**src/rtl/vga_timing_gen.sv**
```systemverilog
// vga_timing_gen: parametrised VESA-style sync/DE generator with frame-buffer addresses, frame counter and line irq
module vga_timing_gen #(
  parameter int H_ACTIVE = 1280,
  parameter int H_FP     = 16,
  parameter int H_SYNC   = 144,
  parameter int H_BP     = 248,
  parameter int V_ACTIVE = 1024,
  parameter int V_FP     = 1,
  parameter int V_SYNC   = 3,
  parameter int V_BP     = 38,
  parameter int HS_POL   = 1,
  parameter int VS_POL   = 1,
  parameter int V_FLIP   = 1,
  parameter int PIPE_DLY = 2,
  parameter int HADDR_W  = 12,
  parameter int VADDR_W  = 11,
  parameter int FRAME_W  = 16
) (
  input  logic               px_clk,
  input  logic               rst_n,
  input  logic               enable,
  input  logic [VADDR_W-1:0] line_irq_line,
  output logic               hsync,
  output logic               vsync,
  output logic               de,
  output logic [HADDR_W-1:0] h_addr,
  output logic [VADDR_W-1:0] v_addr,
  output logic               frame_start,
  output logic               line_irq,
  output logic [FRAME_W-1:0] frame_count
);
  localparam int H_TOTAL = H_ACTIVE + H_FP + H_SYNC + H_BP;
  localparam int V_TOTAL = V_ACTIVE + V_FP + V_SYNC + V_BP;
  localparam int HW = $clog2(H_TOTAL);
  localparam int VW = $clog2(V_TOTAL);
  localparam logic HS_ON = 1'(HS_POL);
  localparam logic VS_ON = 1'(VS_POL);
  localparam logic [2:0] TIM_IDLE = {~HS_ON, ~VS_ON, 1'b0};

  if (H_ACTIVE > 2**HADDR_W || V_ACTIVE > 2**VADDR_W || H_FP < 1 || H_SYNC < 1 || H_BP < 1 ||
      V_FP < 1 || V_SYNC < 1 || V_BP < 1 || PIPE_DLY < 0 || PIPE_DLY > 7) begin : g_param_check
    $error("vga_timing_gen: invalid parameter set");
  end

  logic [HW-1:0]      h_cnt_q, h_cnt_d;
  logic [VW-1:0]      v_cnt_q, v_cnt_d;
  logic [FRAME_W-1:0] frame_cnt_q, frame_cnt_d;
  logic [HADDR_W-1:0] h_addr_q, h_addr_d;
  logic [VADDR_W-1:0] v_addr_q, v_addr_d;
  logic               fs_q, fs_d, irq_q, irq_d;
  logic [2:0]         tim_q [0:PIPE_DLY];
  logic [2:0]         tim_d [0:PIPE_DLY];
  logic [31:0]        hc, vc;
  logic               h_last, v_last, h_act, v_act, hs_in, vs_in;

  always_comb begin
    hc = 32'(h_cnt_q);
    vc = 32'(v_cnt_q);
    h_last = hc == H_TOTAL - 1;
    v_last = vc == V_TOTAL - 1;
    h_act = hc < H_ACTIVE;
    v_act = vc < V_ACTIVE;
    hs_in = hc >= H_ACTIVE + H_FP && hc < H_ACTIVE + H_FP + H_SYNC;
    vs_in = vc >= V_ACTIVE + V_FP && vc < V_ACTIVE + V_FP + V_SYNC;
    h_cnt_d = !enable || h_last ? '0 : h_cnt_q + 1'b1;
    v_cnt_d = !enable ? '0 : !h_last ? v_cnt_q : v_last ? '0 : v_cnt_q + 1'b1;
    frame_cnt_d = enable && h_last && v_last ? frame_cnt_q + 1'b1 : frame_cnt_q;
    h_addr_d = enable && h_act ? HADDR_W'(hc) : '0;
    v_addr_d = !(enable && v_act) ? '0 : V_FLIP != 0 ? VADDR_W'(V_ACTIVE - 1 - vc) : VADDR_W'(vc);
    fs_d = enable && hc == 0 && vc == 0;
    irq_d = enable && hc == H_ACTIVE && vc == 32'(line_irq_line);
    // stage 0 is aligned with the address registers; later stages only delay it
    tim_d[0] = enable ? {hs_in ? HS_ON : ~HS_ON, vs_in ? VS_ON : ~VS_ON, h_act && v_act} : TIM_IDLE;
    for (int i = 1; i <= PIPE_DLY; i++) tim_d[i] = tim_q[i-1];
  end

  always_ff @(posedge px_clk or negedge rst_n) begin
    if (!rst_n) begin
      h_cnt_q <= '0;
      v_cnt_q <= '0;
      frame_cnt_q <= '0;
      h_addr_q <= '0;
      v_addr_q <= '0;
      fs_q <= 1'b0;
      irq_q <= 1'b0;
      for (int i = 0; i <= PIPE_DLY; i++) tim_q[i] <= TIM_IDLE;
    end else begin
      h_cnt_q <= h_cnt_d;
      v_cnt_q <= v_cnt_d;
      frame_cnt_q <= frame_cnt_d;
      h_addr_q <= h_addr_d;
      v_addr_q <= v_addr_d;
      fs_q <= fs_d;
      irq_q <= irq_d;
      tim_q <= tim_d;
    end
  end

  assign {hsync, vsync, de} = tim_q[PIPE_DLY];
  assign h_addr = h_addr_q;
  assign v_addr = v_addr_q;
  assign frame_start = fs_q;
  assign line_irq = irq_q;
  assign frame_count = frame_cnt_q;
endmodule
```
**config.mk**
```make
export PLATFORM = sky130hd
export DESIGN_NAME = vga_timing_gen
export DESIGN_NICKNAME = d
export VERILOG_FILES = /design/src/rtl/vga_timing_gen.sv
export SDC_FILE = /design/constraint.sdc
export NUM_CORES = 1
export LEC_CHECK = 0
export BUFFER_PORTS_ARGS = -buffer_cell sky130_fd_sc_hd__buf_2
export CORE_MARGIN = 8
export CORE_UTILIZATION = 55
export CTS_CLUSTER_DIAMETER = 50
export CTS_CLUSTER_SIZE = 30
export DETAILED_ROUTE_END_ITERATION = 7
export PLACE_DENSITY = 0.81
export SKIP_LAST_GASP = 1
export SLEW_MARGIN = 10
export SYNTH_ARGS = -nofsm -noshare
export SYNTH_HDL_FRONTEND = slang
export SYNTH_SLANG_ARGS = --single-unit
```
**constraint.sdc**
```tcl
create_clock -name px_clk -period 2.4 [get_ports px_clk]
set_input_delay 0.72 -clock px_clk [delete_from_list [all_inputs] [get_ports px_clk]]
set_output_delay 0.72 -clock px_clk [all_outputs]
set_load 0.02 [all_outputs]
```
## Word-level counts from Yosys, hierarchy flattened

Index checks and enable logic that the tools add are counted.

| storage, ports and cells | value |
|---|---|
| flip-flop bits (word level) | 71 |
| output and inout port bits | 44 |
| logic and storage cells | 49 |

| operators by class | value |
|---|---|
| $add $sub $neg | 4 |
| magnitude comparators | 6 |
| equality and inequality tests | 5 |
| muxes and demuxes | 9 |
| reduce and logical (&&, ||, !) cells | 15 |

Operators by type and width:

| operator | count |
|---|---|
| $mux W11 | 6 |
| $lt A11 B11 Y1 const B | 4 |
| $eq A11 B11 Y1 const B | 3 |
| $add A11 B1 Y11 const B | 2 |
| $ge A11 B11 Y1 const B | 2 |
| $logic_not A11 Y1 | 2 |
| $add A16 B1 Y16 const B | 1 |
| $eq A11 B11 Y1 | 1 |
| $logic_and A1 B1 Y1 | 11 |
| $sub A10 B11 Y11 const A | 1 |
| $mux W3 | 1 |
| $mux W1 | 2 |
| $ne A2 B1 Y1 const B | 1 |
| $logic_not A1 Y1 | 1 |
| $logic_or A1 B1 Y1 | 1 |

## Longest topological paths before layout

Gate-level depths: netlist (run 1).

| depth | value |
|---|---|
| word-level depth | 4 |
| depth in mapped cells | 7 |
| mapped depth without buffers | 6 |

## Least setup slack after synthesis (run 1)

Ideal clock, no wire load.

| path | value |
|---|---|
| path kind | flip-flop to flip-flop |
| start | register h_cnt_q[0] |
| end | register irq_q (netlist: line_irq) |
| data arrival time | 2.037 ns |
| data required time | 2.304 ns |
| setup slack | 0.267 ns |
| cell stages (with the launch flop) | 7 |
| path buffers | 0 |
| period minus slack after synthesis | 2.133 ns |
| cells stage by stage | dfrtp_1 > inv_1 > ha_1 > or4b_1 > or3_1 > or4_1 > nor4_2 |

| between the ends | value |
|---|---|
| longest elaborated chain between the ends | 3 |

Ends and longest elaborated chain:

| what | line | RTL |
|---|---|---|
| from (decl) | 45 | `logic [HW-1:0] h_cnt_q, h_cnt_d;` |
| from (signal assigned) | 88 | `h_cnt_q <= h_cnt_d;` |
| $eq A11 B11 Y1 | 71 | `irq_d = enable && hc == H_ACTIVE && vc == 32'(line_irq_line);` |
| $logic_and A1 B1 Y1 (2 in series) | 71 |  |
| named net irq_d | 50 | `logic fs_q, fs_d, irq_q, irq_d;` |
| to (signal assigned) | 94 | `irq_q <= irq_d;` |
| to (decl) | 50 |  |

The timed path passes the listed nets, and every way through them passes these cells.
A chain may end at the register's enable or synchronous reset.

## Worst setup path after layout (run 1)

Same ends and word-level chain as after synthesis.

==> run_results.csv, run 1 <==
group,metric,value,unit
floorplanning,rows,28,
synth,synthesis.area,3276,um2
sta,setup_viol,0,
synth,ys_seq_area_share,54.24,%
sta,skew,0.008766,ns
global_routing,grt_pass1_wl,12.25,mm
floorplanning,core-area,5851,um2
global_routing,antenna_found_initial,0,
sta,rsz0062_at_grt,"no",
floorplanning,dieArea,8682,um2
critical_path,required,2.64,ns
synth,ys_ff_latch,71,
critical_path,crit_slowest_cell,"or4_1",
power,p_leak,1.888,nW
synth,syn_area_per_cell,11.33,um2
flow_run,cap_violations,0,
critical_path,startpoint,"h_cnt_q[0]",
clock_tree,clkLatencyLatePin,0.34,ns
outcome,status,"completed",
critical_path,max_stage_delay,0.55,ns
clock_tree,cts.path.max_buffers,2,
global_routing,grt_usage,18.11,%
placed_design,port_buffers,56,
layout,syn2layout_area_growth,19.21,%
power,p_total,0.002475,W
min_path,hold_path_class,"flip-flop to flip-flop",
floorplanning,die-width,93.18,um
layout,final_common_cell,"dfrtp_1",
placed_design,place_ws,0.1052,ns
critical_path,endpoint_kind,"flip-flop",
layout,n_antenna_cell,0,
routing,vias,2481,
clock_tree,cts_root_buf,"clkbuf_8",
clock_tree,path_clk_slew,0.07,ns
synth,async_flop_share,100.0,%
routing,route.detailed.drc,0,
sta,fmax,0.4359,GHz
routing,ant_nets,0,
critical_path,worst-setup-path-type,"flip-flop to flip-flop",
global_routing,grt_max_degree,72,
layout,final_nets,378,
synth,ys_top_cells_by_area,"dfrtp_1, xor2_1, nor2_1, xnor2_1, nand4_1",
min_path,hold_start,"tim_d[3]",
synth,yosys.area.top_type,"dfrtp_1",
floorplanning,ios,58,
clock_tree,cts_tree,"built",
global_routing,grt_pass1_vias,2452,
placed_design,gp_congestion,0.8658,
routing,drt-total-wl,7.554,mm
critical_path,critPathLaunchType,"flip-flop",
routing,routed_via_density,5.677,
global_routing,grt.overflow.total,0,
sta,setup_slack,0.1057,ns
power,p_per_area,633.7,nW/um2
clock_tree,numCtsBuffers,9,
sta,drv_slew,0,
floorplanning,die_h,93.18,um
routing,routedWlPerCell,17.29,um
placed_design,hpwlAfterDp,5.311,mm
synth,ys_types,48,
synth,synth_cells,289,
synth,synth_top_area_share,54.24,%
critical_path,rr_startpoint,"h_cnt_q[0]",
sta,layout_worst_path_cycle_share,95.60,%
routing,drtIter0Drc,156,
power,peakVddDrop,385.5,uV
critical_path,worstPathMaxFanout,5,
clock_tree,clock_sinks,71,
critical_path,worstPathArrival,2.54,ns
routing,firstDrtPassIters,4,
sta,hold_viol_final,0,
layout,final_cell_mix,"dfrtp_1, buf_2, nor2_1, xor2_1, buf_4",
clock_tree,h-tree-depth,3,
clock_tree,cts_post_setup_buffers_inserted,0,
synth,synth_edf_count,0,
sta,min_period,2.294,ns
critical_path,path_cells,"inv_1 -> ha_1 -> or4b_1 -> or3_1 -> or4_1 -> nor4_2",
sta,tns,0,ns
clock_tree,hold_buffers,0,
synth,synth_flop_cell,"dfrtp_1",
layout,layout-drive-gt1-share,30.11,%
floorplanning,start_util,55.99,%
clock_tree,cts-resized-gates,0,
synth,yosys_warnings,0,
[power by group]
part,internal (W),switching [W]
clock network,0.000577,0.000441
registers,0.00123,0.0000303
logic,0.0000693,0.000124
total,0.00188,0.000595
[Yosys cell counts (5+ instances only)]
cell	instances
nor2_1	29
and3_1	12
inv_1	6
dfrtp_1	71
nand4_1	15
o311ai_0	6
nand3_1	7
nor3b_1	5
nor3_1	14
nand2_1	11
o21a_1	5
nor4_2	7
buf_6	5
clkbuf_1	8
xnor2_1	12
ha_1	6
xor2_1	24
[worst max-delay path, delay by kind of cell, from the launching register on]
family	cells	cell delay (ns)
simple gates	4	1.53
buf+inv	1	0.10
flops	1	0.43
fa+ha+maj	1	0.13
[per-stage QoR]
step                      std cells  cell area [um2]  utilization, %  hold WS [ns]
final                           437             3905           66.75        0.3502
after global placement          422             3695           63.15        0.3318
after CTS                       437             3905           66.75        0.3530
after floorplan                 290             3279               -        0.3312
after detailed placement        422             3695           63.15        0.3363
after global routing            437             3905           66.75        0.3522
[final cells by class]
type	instances	area, um2
multi-input cells	193	1339
inverters	6	22.52
clock inverters	6	86.33
flip-flops and latches	71	1777
fillers	398	1946
repair buffers	77	462.9
clock buffers	9	123.9
well taps	75	93.84
[registers in the layout, indices dropped and copies added (netlist names)]
signal / cells
h_addr: 11
h_cnt_q: 11
vsync: 1
line_irq: 1
hsync: 1
frame_count: 16
v_cnt_q: 11
v_addr: 11
tim_d: 6
de: 1
frame_start: 1
[layer usage]
metal  global-route usage (%)  part of all wire, %  vias up
met5                        0                    0        -
met4                    8.725                  1.7        0
met3                    5.288                  8.1        9
met2                    28.11                   47       90
met1                    22.71                   43     1225
li1                         -                    -     1157
[final timing paths]
kind	depth (start not counted)	endpoint	slack, ns
min in group asynchronous	2	hsync	0.38
worst max-delay path	6	line_irq	0.11
max in group asynchronous	2	frame_count[5]	1.72
worst min-delay path	0	tim_d[0]	0.35
worst max register to register	6	line_irq	0.11
worst min register to register	0	tim_d[0]	0.35
[logic make-up after synthesis]
logic type / count (synthesis) / synth area share (%)
AND/OR/NAND/NOR: 125 / 22.80
flip-flops: 71 / 54.24
XOR/XNOR: 36 / 9.626
buffers and inverters: 26 / 5.004
AO/OA/AOI/OAI: 22 / 5.233
adder cells (fa/ha/maj): 6 / 2.292
multiplexers: 2 / 0.6875
other: 1 / 0.1145
No activity file was read; power rests on OpenSTA's default activity.
==> inputs of run 2 (changes only) <==
- RECOVER_POWER: default -> 25
- TNS_END_PERCENT: default -> 1
==> run_results.csv, run 2 (synthesis results as in run 1) <==
group,metric,value,unit
outcome,status,"finished, violations left",
outcome,violations,"max-capacitance violations, max-slew violations",
floorplanning,start_util,55.99,%
critical_path,max_stage_delay,0.55,ns
floorplanning,die-width,93.18,um
sta,setup_viol,0,
clock_tree,clock_sinks,71,
placed_design,place_ws,0.1052,ns
sta,tightest_slew,1.676,ns
sta,fmax,0.4359,GHz
global_routing,antenna_found_initial,0,
sta,drv_slew,72,
routing,drtIter0Drc,156,
global_routing,grt_max_degree,72,
global_routing,grt.overflow.total,0,
layout,syn2layout_area_growth,18.75,%
clock_tree,cts_post_setup_buffers_inserted,0,
sta,holdWs,0.3498,ns
global_routing,grt_usage,18.11,%
power,p_total,0.002471,W
sta,min_period,2.294,ns
critical_path,worstPathArrival,2.54,ns
routing,routedWlPerCell,17.26,um
floorplanning,core-area,5851,um2
sta,rsz0062_at_grt,"no",
placed_design,port_buffers,56,
routing,vias,2474,
sta,layout_worst_path_cycle_share,95.60,%
power,p_int,0.001876,W
layout,final_area,3890,um2
global_routing,grt_pass1_wl,12.25,mm
clock_tree,cts.path.max_buffers,2,
routing,routed_via_density,5.661,
floorplanning,die_h,93.18,um
critical_path,crit_slowest_cell,"or4_1",
sta,skew,0.008829,ns
layout,final_cell_mix,"dfrtp_1, buf_2, nor2_1, xor2_1, buf_4",
routing,route.detailed.drc,0,
clock_tree,cts_root_buf,"clkbuf_8",
clock_tree,hold_buffers,0,
power,sw_frac_of_total,24.08,%
power,clockPowerShare,41.2,%
power,p_sw,0.0005951,W
sta,tns,0,ns
min_path,hold_path_class,"flip-flop to flip-flop",
sta,setup_slack,0.1057,ns
critical_path,path_cells,"inv_1 -> ha_1 -> or4b_1 -> or3_1 -> or4_1 -> nor4_2",
power,seq_power_share,51.1,%
critical_path,required,2.64,ns
flow_run,cap_violations,1,
routing,drt-total-wl,7.544,mm
power,p_leak,1.883,nW
routing,ant_nets,0,
layout,final_common_cell,"dfrtp_1",
sta,hold_viol_final,0,
floorplanning,ios,58,
power,peakVddDrop,385.4,uV
floorplanning,rows,28,
critical_path,worst-setup-path-type,"flip-flop to flip-flop",
placed_design,gp_congestion,0.8658,
power,p_per_area,635.3,nW/um2
placed_design,hpwlAfterDp,5.311,mm
floorplanning,dieArea,8682,um2
global_routing,grt_pass1_vias,2452,
critical_path,critPathLaunchType,"flip-flop",
layout,n_antenna_cell,0,
critical_path,worstPathMaxFanout,5,
clock_tree,numCtsBuffers,9,
clock_tree,path_clk_slew,0.07,ns
placed_design,placed_area,3695,um2
power,comb_power_share,7.7,%
clock_tree,h-tree-depth,3,
critical_path,worstPathBufferInverterCount,1,
routing,firstDrtPassIters,5,
critical_path,critPathTopFamily,"simple AND/OR/NAND/NOR gates",
clock_tree,clkLatencyLatePin,0.35,ns
layout,layout-drive-gt1-share,30.11,%
critical_path,endpoint_kind,"flip-flop",
layout,largest_reg_flops,16,
sta,slew_headroom,-11.71,%
clock_tree,cts-resized-gates,0,
layout,final_nets,378,
clock_tree,cts_tree,"built",
==> run 2: area by class of cell <==
cell class | count | area [um2]
clock buffer | 9 | 123.9
clock inverter | 6 | 86.33
inverter | 6 | 22.52
tap | 75 | 93.84
timing repair buffer | 77 | 447.9
multi-input combinational | 193 | 1339
sequential | 71 | 1777
fill | 400 | 1961
==> run 2: path summary, 6_finish.rpt <==
check | start | end | slack, ns | cells after the start
min in group asynchronous | rst_n | h_addr[1] | 0.89 | 2
setup reg to reg | h_cnt_q[0] | line_irq | 0.11 | 6
setup / recovery | h_cnt_q[0] | line_irq | 0.11 | 6
hold / removal | tim_d[3] | tim_d[0] | 0.35 | 0
hold reg to reg | tim_d[3] | tim_d[0] | 0.35 | 0
max in group asynchronous | rst_n | frame_count[5] | 0.51 | 2
==> run 2: layer usage <==
metal	track usage [%]	part of all wire, %
met4	8.725	1.7
met2	28.11	47
met1	22.71	44
met3	5.288	7.8
met5	0	0
==> run 2: metrics by stage <==
step                util (%)  instances
floorplan                  -        290
global placement       63.15        422
detailed placement     63.15        422
CTS                    66.75        437
global route           66.49        437
finish                 66.49        437
==> run 2: power groups by stage <==
stage          clock network, W  registers, W  logic (W)
6_report                0.00102       0.00126   0.000190
3_3_place_gp                  0       0.00128   0.000190
2_1_floorplan                 0       0.00132  0.0000661
4_1_cts                 0.00103       0.00126   0.000197
3_5_place_dp                  0       0.00129   0.000195
5_1_grt                 0.00109       0.00127   0.000209
==> inputs of run 3 (changes only) <==
- ABC_AREA: default -> 1
- CORE_UTILIZATION: 55 -> 57
- PLACE_DENSITY: 0.81 -> 0.82
==> run_results.csv, run 3 <==
group,metric,value,unit
outcome,status,"finished, violations left",
outcome,violations,"max-capacitance violations, max-slew violations",
power,p_total,0.002428,W
global_routing,antenna_found_initial,0,
floorplanning,start_util,58.04,%
sta,skew,0.007203,ns
global_routing,grt_max_degree,72,
synth,synth_common_cells,"nand2_1, dfrtp_1, nor2_1",
sta,holdWs,0.3506,ns
sta,rsz0062_at_grt,"no",
layout,n_antenna_cell,0,
clock_tree,cts-resized-gates,0,
routing,drt-total-wl,8.295,mm
sta,slew_headroom,-3.171,%
synth,synth_top_family_by_area,"simple AND/OR/NAND/NOR gates",
sta,setup_slack,0.5430,ns
global_routing,grt_pass1_wl,13.73,mm
placed_design,gp_congestion,0.9855,
clock_tree,h-tree-depth,3,
critical_path,rr_worst_depth,8,
power,p_leak,2.209,nW
critical_path,crit_slowest_cell,"dfrtp_1",
critical_path,path_cells,"ha_1 -> nand2_1 -> nor2_1 -> nand3_1 -> nand2_1 -> inv_2 -> nand2_1 -> o21ai_0",
global_routing,grt_usage,19.08,%
synth,async_flop_share,100.0,%
floorplanning,die-width,95.95,um
layout,final_cell_mix,"nand2_1, dfrtp_1, nor2_1, buf_2, inv_1",
sta,layout_worst_path_cycle_share,77.38,%
clock_tree,cts_tree,"built",
placed_design,port_buffers,56,
critical_path,critPathLaunchType,"flip-flop",
synth,yosys.cell_count.top_type,"nand2_1",
clock_tree,path_clk_slew,0.08,ns
layout,final_nets,528,
routing,ant_nets,0,
floorplanning,rows,29,
routing,vias,3170,
clock_tree,hold_buffers,0,
synth,synth_edf_count,0,
synth,syn_area_per_cell,8.097,um2
clock_tree,clock_sinks,71,
routing,routed_via_density,5.373,
clock_tree,cts.path.max_buffers,2,
min_path,hold_start,"tim_d[1]",
synth,ys_seq_area_share,48.76,%
synth,synth_flop_cell,"dfrtp_1",
global_routing,grt.overflow.total,0,
sta,tightest_slew,1.548,ns
critical_path,cp.depth,8,
min_path,min_delay_path_depth,0,
synth,yosys.area_share.simple,33.65,%
critical_path,worst-setup-path-type,"flip-flop to flip-flop",
synth,ys_top_cells_by_area,"dfrtp_1, nand2_1, nor2_1, inv_1, xor2_1",
global_routing,grt_pass1_vias,2967,
floorplanning,die_h,95.95,um
clock_tree,clkLatencyLatePin,0.35,ns
sta,fmax,0.5385,GHz
floorplanning,core-area,6277,um2
critical_path,worstPathBufferInverterCount,1,
layout,syn2layout_area_growth,14.05,%
floorplanning,dieArea,9206,um2
critical_path,path_common_cell,"nand2_1",
critical_path,rr_startpoint,"h_cnt_q[0]",
sta,drv_slew,72,
sta,hold_viol_final,0,
synth,yosys_warnings,0,
synth,ys_types,32,
layout,largest_reg_flops,16,
synth,synth_adder_area_share,2.060,%
routing,route.detailed.drc,0,
layout,layout-drive-gt1-share,19.30,%
layout,fillers,545,
sta,min_period,1.857,ns
critical_path,startpoint,"h_cnt_q[0]",
power,peakVddDrop,386.5,uV
min_path,hold_path_class,"flip-flop to flip-flop",
placed_design,hpwlAfterDp,6.009,mm
critical_path,endpoint_kind,"flip-flop",
clock_tree,cts_post_setup_buffers_inserted,0,
critical_path,required,2.62,ns
clock_tree,numCtsBuffers,9,
sta,setup_viol,0,
routing,firstDrtPassIters,5,
critical_path,worstPathMaxFanout,12,
synth,synthesis.area,3643,um2
power,p_per_area,584.2,nW/um2
synth,ys_ff_latch,71,
synth,synth_xor_area_share,4.327,%
clock_tree,cts_root_buf,"clkbuf_8",
routing,routedWlPerCell,14.06,um
layout,final_common_cell,"nand2_1",
floorplanning,ios,58,
synth,muxShareOfSynthArea,0,%
placed_design,place_ws,0.5825,ns
critical_path,max_stage_delay,0.39,ns
synth,synth_compound_gate_area_share,3.606,%
layout,finish.utilization,66.19,%
synth,yosys.area.top_type,"dfrtp_1",
critical_path,worstPathArrival,2.08,ns
synth,synth_top_area_share,48.76,%
flow_run,cap_violations,1,
routing,drtIter0Drc,173,
sta,tns,0,ns
critical_path,critPathTopFamily,"simple AND/OR/NAND/NOR gates",
synth,synth_cells,450,
## run 3: cell count changes in the layout (fill, tap and decap cells not counted), moves of 5 or more
cell,change
nand2_1,+125
nor2_1,+39
inv_1,+31
buf_4,-19
nand3_1,+14
o21ai_0,+13
and3_1,-12
xor2_1,-11
inv_2,+8
nor4_2,-7
xnor2_1,-7
o311ai_0,-6
o21a_1,-5
## run 3: kinds of logic after synthesis
family / after synthesis
other: 1
AND/OR/NAND/NOR: 273
XOR/XNOR: 18
flip-flops: 71
buffers and inverters: 56
adder cells (fa/ha/maj): 6
AO/OA/AOI/OAI: 25
## run 3: final timing paths
| kind | to | slack [ns] |
|---|---|---|
| max | v_cnt_q[0] | 0.54 |
| min in group asynchronous | v_addr[10] | 0.85 |
| max in group asynchronous | v_cnt_q[2] | 0.63 |
| min reg2reg | vsync | 0.35 |
| min | vsync | 0.35 |
| max reg2reg | v_cnt_q[0] | 0.54 |
## run 3: area by class of cell
class / instances / area, um2 / share of cell area, %
Inverter: 45 / 168.9 / 4.065
Clock inverter: 6 / 92.59 / 2.228
Clock buffer: 10 / 137.6 / 3.312
Timing Repair Buffer: 57 / 285.3 / 6.865
Multi-Input combinational cell: 324 / 1598 / 38.45
Sequential cell: 71 / 1777 / 42.76
Tap cell: 77 / 96.34 / 2.319
## run 3: through the flow
stage | instances | cell area [um2]
after floorplan | 451 | 3647
after global placement | 574 | 3940
after detailed placement | 574 | 3940
after CTS | 590 | 4170
after global routing | 590 | 4155
final | 590 | 4155
## run 3: metal layers
metal / wire length (um) / GRT usage [%]
met5: 0 / 0
met3: 778 / 5.850
met2: 3915 / 29.26
met1: 3445 / 24.66
met4: 155 / 7.682
## run 3: power breakdown
| part | switching, W | leakage, nW | total (W) | internal, W |
|---|---|---|---|---|
| clock | 0.000462 | 0.109 | 0.00108 | 0.000618 |
| combinational | 0.0000898 | 1.15 | 0.000124 | 0.0000340 |
| sequential | 0.00000877 | 0.955 | 0.00122 | 0.00122 |
| total | 0.000560 | 2.21 | 0.00243 | 0.00187 |
